File: src/rtl/om_ds_writeback_pkg.sv
// Shared types and helpers for the OM depth/stencil writeback stage.
// Holds the OM control-register view and the per-lane byte-enable rule.
package om_ds_writeback_pkg;

    localparam int VX_OM_DEPTH_BITS   = 24;
    localparam int VX_OM_STENCIL_BITS = 8;
    localparam int OM_DS_WORD_BITS    = 32;

    typedef struct packed {
        logic                                   depth_writemask;
        logic [1:0][VX_OM_STENCIL_BITS-1:0]     stencil_writemask;
    } om_dcrs_t;

    // Stencil byte is written even on a failed test: the stencil op
    // still applies to failing fragments.
    function automatic logic [3:0] om_ds_byteen(
        input logic     mask,
        input logic     pass,
        input logic     face,
        input om_dcrs_t dcrs
    );
        logic w_z;
        logic w_s;
        w_z = mask & pass & dcrs.depth_writemask;
        w_s = mask & (dcrs.stencil_writemask[face] != '0);
        return {w_s, {3{w_z}}};
    endfunction

endpackage

File: src/rtl/om_ds_writeback_pending_counter.sv
// Up/down counter of posted writes awaiting acknowledge.
// Simultaneous increment and decrement leave the count unchanged.
module om_ds_pending_counter #(
    parameter int MAX_PENDING = 8
) (
    input  logic clk,
    input  logic reset,
    input  logic i_incr,
    input  logic i_decr,
    output logic o_full,
    output logic o_empty
);

    localparam int CNT_W = $clog2(MAX_PENDING + 1);

    logic [CNT_W-1:0] r_count;

    always_ff @(posedge clk or negedge reset) begin
        if (!reset) begin
            r_count <= '0;
        end else if (i_incr && !i_decr && !o_full) begin
            r_count <= r_count + 1'b1;
        end else if (!i_incr && i_decr && !o_empty) begin
            r_count <= r_count - 1'b1;
        end
    end

    assign o_full  = (r_count == CNT_W'(MAX_PENDING));
    assign o_empty = (r_count == '0);

endmodule

File: src/rtl/om_ds_writeback.sv
// OM depth/stencil writeback: packs tested lanes into posted memory
// writes and forwards the pass mask, tracking unacknowledged writes.
module om_ds_writeback
    import om_ds_writeback_pkg::*;
#(
    parameter int NUM_LANES   = 4,
    parameter int TAG_WIDTH   = 1,
    parameter int ADDR_WIDTH  = 30,
    parameter int MAX_PENDING = 8
) (
    input  logic                                           clk,
    input  logic                                           reset,
    input  om_dcrs_t                                       dcrs,
    input  logic                                           valid_in,
    output logic                                           ready_in,
    input  logic [TAG_WIDTH-1:0]                           tag_in,
    input  logic [NUM_LANES-1:0]                           mask_in,
    input  logic [NUM_LANES-1:0]                           face_in,
    input  logic [NUM_LANES-1:0][ADDR_WIDTH-1:0]           addr_in,
    input  logic [NUM_LANES-1:0][VX_OM_DEPTH_BITS-1:0]     depth_in,
    input  logic [NUM_LANES-1:0][VX_OM_STENCIL_BITS-1:0]   stencil_in,
    input  logic [NUM_LANES-1:0]                           pass_in,
    output logic                                           mem_req_valid,
    input  logic                                           mem_req_ready,
    output logic [NUM_LANES-1:0]                           mem_req_mask,
    output logic [NUM_LANES-1:0][3:0]                      mem_req_byteen,
    output logic [NUM_LANES-1:0][ADDR_WIDTH-1:0]           mem_req_addr,
    output logic [NUM_LANES-1:0][OM_DS_WORD_BITS-1:0]      mem_req_data,
    output logic [TAG_WIDTH-1:0]                           mem_req_tag,
    input  logic                                           mem_rsp_valid,
    output logic                                           mem_rsp_ready,
    output logic                                           valid_out,
    input  logic                                           ready_out,
    output logic [TAG_WIDTH-1:0]                           tag_out,
    output logic [NUM_LANES-1:0]                           pass_out,
    output logic                                           busy
);

    logic                                       r_valid;
    logic                                       r_mem_done;
    logic                                       r_out_done;
    logic [TAG_WIDTH-1:0]                       r_tag;
    logic [NUM_LANES-1:0]                       r_pass;
    logic [NUM_LANES-1:0][3:0]                  r_byteen;
    logic [NUM_LANES-1:0][ADDR_WIDTH-1:0]       r_addr;
    logic [NUM_LANES-1:0][OM_DS_WORD_BITS-1:0]  r_data;

    logic                                       w_load;
    logic                                       w_mem_fire;
    logic                                       w_out_fire;
    logic                                       w_rsp_fire;
    logic                                       w_retire;
    logic                                       w_full;
    logic                                       w_empty;
    logic                                       w_has_write;
    logic [NUM_LANES-1:0][3:0]                  w_byteen;
    logic [NUM_LANES-1:0][OM_DS_WORD_BITS-1:0]  w_data;

    always_comb begin
        w_byteen = '0;
        w_data   = '0;
        for (int i = 0; i < NUM_LANES; i++) begin
            w_byteen[i] = om_ds_byteen(mask_in[i], pass_in[i],
                                       face_in[i], dcrs);
            w_data[i]   = {stencil_in[i], depth_in[i]};
        end
    end

    assign w_has_write = |w_byteen;

    // Memory and completion sides fork; the entry retires once both
    // have been accepted, possibly in the same cycle.
    assign mem_req_valid = r_valid & ~r_mem_done & ~w_full;
    assign valid_out     = r_valid & ~r_out_done;
    assign w_mem_fire    = mem_req_valid & mem_req_ready;
    assign w_out_fire    = valid_out & ready_out;
    assign w_rsp_fire    = mem_rsp_valid & mem_rsp_ready;
    assign w_retire      = r_valid
                         & (r_mem_done | w_mem_fire)
                         & (r_out_done | w_out_fire);
    assign ready_in      = ~r_valid | w_retire;
    assign w_load        = valid_in & ready_in;

    always_ff @(posedge clk or negedge reset) begin
        if (!reset) begin
            r_valid    <= 1'b0;
            r_mem_done <= 1'b0;
            r_out_done <= 1'b0;
        end else if (w_load) begin
            r_valid    <= 1'b1;
            r_mem_done <= ~w_has_write;
            r_out_done <= 1'b0;
        end else if (w_retire) begin
            r_valid    <= 1'b0;
            r_mem_done <= 1'b0;
            r_out_done <= 1'b0;
        end else begin
            if (w_mem_fire) r_mem_done <= 1'b1;
            if (w_out_fire) r_out_done <= 1'b1;
        end
    end

    always_ff @(posedge clk or negedge reset) begin
        if (!reset) begin
            r_tag    <= '0;
            r_pass   <= '0;
            r_byteen <= '0;
            r_addr   <= '0;
            r_data   <= '0;
        end else if (w_load) begin
            r_tag    <= tag_in;
            r_pass   <= mask_in & pass_in;
            r_byteen <= w_byteen;
            r_addr   <= addr_in;
            r_data   <= w_data;
        end
    end

    om_ds_pending_counter #(
        .MAX_PENDING (MAX_PENDING)
    ) u_pending (
        .clk     (clk),
        .reset   (reset),
        .i_incr  (w_mem_fire),
        .i_decr  (w_rsp_fire),
        .o_full  (w_full),
        .o_empty (w_empty)
    );

    always_comb begin
        mem_req_mask = '0;
        for (int i = 0; i < NUM_LANES; i++) begin
            mem_req_mask[i] = |r_byteen[i];
        end
    end

    assign mem_req_byteen = r_byteen;
    assign mem_req_addr   = r_addr;
    assign mem_req_data   = r_data;
    assign mem_req_tag    = r_tag;
    assign mem_rsp_ready  = 1'b1;
    assign tag_out        = r_tag;
    assign pass_out       = r_pass;
    assign busy           = r_valid | ~w_empty;

    a_rsp_underflow: assert property (
        @(posedge clk) disable iff (!reset)
        mem_rsp_valid |-> !w_empty
    );

endmodule

File: config.mk
export PLATFORM = sky130hd
export DESIGN_NAME = om_ds_writeback
export DESIGN_NICKNAME = d
export VERILOG_FILES = /design/src/rtl/om_ds_writeback_pkg.sv /design/src/rtl/om_ds_writeback_pending_counter.sv /design/src/rtl/om_ds_writeback.sv
export SDC_FILE = /design/constraint.sdc
export NUM_CORES = 1
export LEC_CHECK = 0
export ABC_AREA = 1
export BUFFER_PORTS_ARGS = -buffer_cell sky130_fd_sc_hd__buf_2
export CORE_AREA = 10 10 212 214
export CTS_BUF_LIST = sky130_fd_sc_hd__clkbuf_8
export DETAILED_ROUTE_END_ITERATION = 6
export DIE_AREA = 0 0 222 224
export GPL_TIMING_DRIVEN = 0
export PLACE_DENSITY = 0.52
export SETUP_SLACK_MARGIN = 0.15
export SYNTH_ARGS = -nofsm -noshare
export SYNTH_HDL_FRONTEND = slang
export SYNTH_SLANG_ARGS = --single-unit
File: constraint.sdc
create_clock -name clk -period 4.4 [get_ports clk]
set_input_delay 0.88 -clock clk [delete_from_list [all_inputs] [get_ports clk]]
set_output_delay 0.88 -clock clk [all_outputs]
set_load 0.05 [all_outputs]
==> metrics.cfg <==
[drt]
viasPerCell=4.46
post_drt_wl_per_cell_um=19.5
routed_wl_mm=47.2
drt_iter0_drc=768
ant_nets=0
drc_errors=0
vias=10783
drt_pass1_iterations=5

[clock_tree]
cts_buffers=51
ctsHtreeMaxLevel=2
root_buffer=clkbuf_8
cts.hold.buffers_added=0
post_cts_resized=0
clockBufferDepth=3
cts_tree=done
path_clk_slew_ns=0.06
clock_latency_ns=0.60
clock_sinks=268
postCtsSetupRepairBufs=0

[yosys]
synth_area_leaders=dfrtp_1 61%, nand2_1 19%, nand3_1 12%
synth_nets=1524
ys_seq_elements=268
syn_inst=1237
syn_avg_cell_area_um2=8.88
synth.cell_area_um2=11000
synth_top_area_share_pct=61.1
yosysTopAreaCell=dfrtp_1
netlist_top_cells_count=549 x nand2_1, 268 x dfrtp_1, 261 x nand3_1, 35 x buf_2, 27 x clkbuf_1
ys_types=25
async_flop_share_pct=100
synth_ff_type=dfrtp_1
synth_most_common_cell=nand2_1
synth-edff-count=0
ys_warn_count=0
synth-seq-area-share_pct=61.1

[power_and_ir_drop]
pwr-share-clk_pct=15.6
p_int_mw=7.00
ir_worst_vdd_v=0.000450
leakage_nw=9.04
p_switching_mw=8.76
p_total_mw=15.8
pwr-share-seq_pct=27.5
combPwrFrac_pct=56.9
powerDensity_nw_per_um2=1010
switching_share_pct=55.6

[grt]
grt_overflow=0
first_global_vias=11310
antenna_found_initial=7
grt_pass1_wl_mm=70.8
track_usage_pct=18.2
grt_max_degree=115

[sta]
finalHoldViolCount=0
tightest_slew_ns=0.751
max_freq_mhz=306
setup_violations=0
timing.final.crit_share_pct=74.2
finalClockSkew_ns=0.0166
slew_violations=0
post-route-min-period_ns=3.26
rsz0062_at_grt=no
relSlewSlack_pct=49.9
fin_setup_tns_ns=0

[critical_path]
r2r_slack_ns=2.25
worstRegToRegCells=13
slowest_stage=dfrtp_1
cpPeakStageDelay_ns=0.38
required_ns=3.52
cp-start-kind=register
crit_type=register to output pin
crit_fanout=10
worstPathCellList=inv_1 > nor2_2 > nand3_2 > nand2_1 > nand2_1 > nand2_2 > buf_6 > buf_2 > buf_2
cp-end-kind=output pin
worstPathArrival_ns=2.38

[min_path]
hp-class=input pin to async pin

[final_layout]
drive_gt1_share_pct=37.5
fin_area_um2=15500
area_growth_pct=41.4
nFillCells=4258
final_nets=2139

[floorplanning]
core_area_um2=40600
die_w_um=222
pin_count=563
die_y_um=224
rows=74
die_area_um2=49700
start_util_pct=27.1

[place]
dpl.hpwl_mm=36.8
gp_congestion=0.886
post_dp_cell_area_um2=14500
port_buffers=560

[status]
outcome=finished clean

[job]
maxCapViolations=0

-- critical path, delay by kind of cell (launching register included) --
family | cells | cell delay, ns
simple gates | 5 | 0.54
flops | 1 | 0.38
buf+inv | 4 | 0.86
-- final timing paths --
check	start	endpoint
min	reset	mem_req_data[71]
min in group clk	mem_req_data[94]	mem_req_data[94]
max reg2reg	r_valid	u_pending.r_count[3]
max	r_valid	ready_in
max in group asynchronous	reset	mem_req_addr[97]
min reg2reg	mem_req_data[94]	mem_req_data[94]
-- cell usage in the layout (no fill, tap or decap), types with 5 or more instances in the layout --
master    netlist  routed
buf_2          35     594
nand2_1       549     549
dfrtp_1       268     268
nand3_1       261     261
clkbuf_8        0      66
inv_1          11      29
clkbuf_1       27      27
buf_4          22      22
nor2_1         21      21
buf_6          11      11
o21ai_1         9       9
or2_2           5       5
-- final cells by class --
class	count	area, um2	share of cell area (%)
flip-flops and latches	268	6710	43.2
multi-input cells	862	3650	23.5
repair buffers	562	2870	18.5
clock buffers	66	908	5.85
well taps	532	666	4.28
plain buffers	96	581	3.74
clock inverters	21	108	0.693
inverters	11	41.3	0.266
diodes	1	2.50	0.0161
-- sequential cells by signal, summed over array words and instances (netlist names) --
signal,flops
mem_req_data,128
mem_req_addr,120
mem_req_byteen,8
pass_out,4
u_pending.r_count,4
mem_req_tag,1
r_mem_done,1
r_out_done,1
r_valid,1
-- cell families (layout without fill, tap and decap cells) --
group	after synthesis	in the layout	share of synthesized area, %
fa+ha+maj	3	3	0.410
compound gates	13	13	0.604
buf+inv	107	756	5.66
other cells	1	2	0.0341
simple gates	843	843	32.1
flops	268	268	61.1
xor+xnor	2	2	0.160
-- layer usage --
layer / vias to the layer above / routed length, um / track usage [%]
li1: 5181 / - / -
met1: 5101 / 18500 / 20.4
met2: 433 / 23500 / 31.6
met3: 58 / 4520 / 7.64
met4: 10 / 714 / 4.17
met5: - / 57 / 0
-- through the flow --
step | utilization, % | cells | setup slack, ns | hold slack (ns)
global placement | 35.6 | 2329 | -2.88 | 0.449
detailed placement | 35.8 | 2331 | 1.39 | 0.453
CTS | 38.3 | 2418 | 1.03 | 0.167
finish | 38.3 | 2419 | 1.14 | 0.212
global route | 38.3 | 2419 | 0.932 | 0.184
floorplan | - | 1237 | 1.89 | 0.490
-- power groups by stage --
| stage | combinational, mW | clock, mW | sequential (mW) |
|---|---|---|---|
| 2_1_floorplan | 2.52 | 0 | 8.27 |
| 3_3_place_gp | 9.06 | 0 | 4.32 |
| 3_5_place_dp | 9.10 | 0 | 4.34 |
| 4_1_cts | 9.10 | 2.54 | 4.33 |
| 5_1_grt | 9.59 | 2.66 | 4.47 |
| 6_report | 8.97 | 2.46 | 4.33 |
Note: power is estimated with default switching activity, not from simulation.
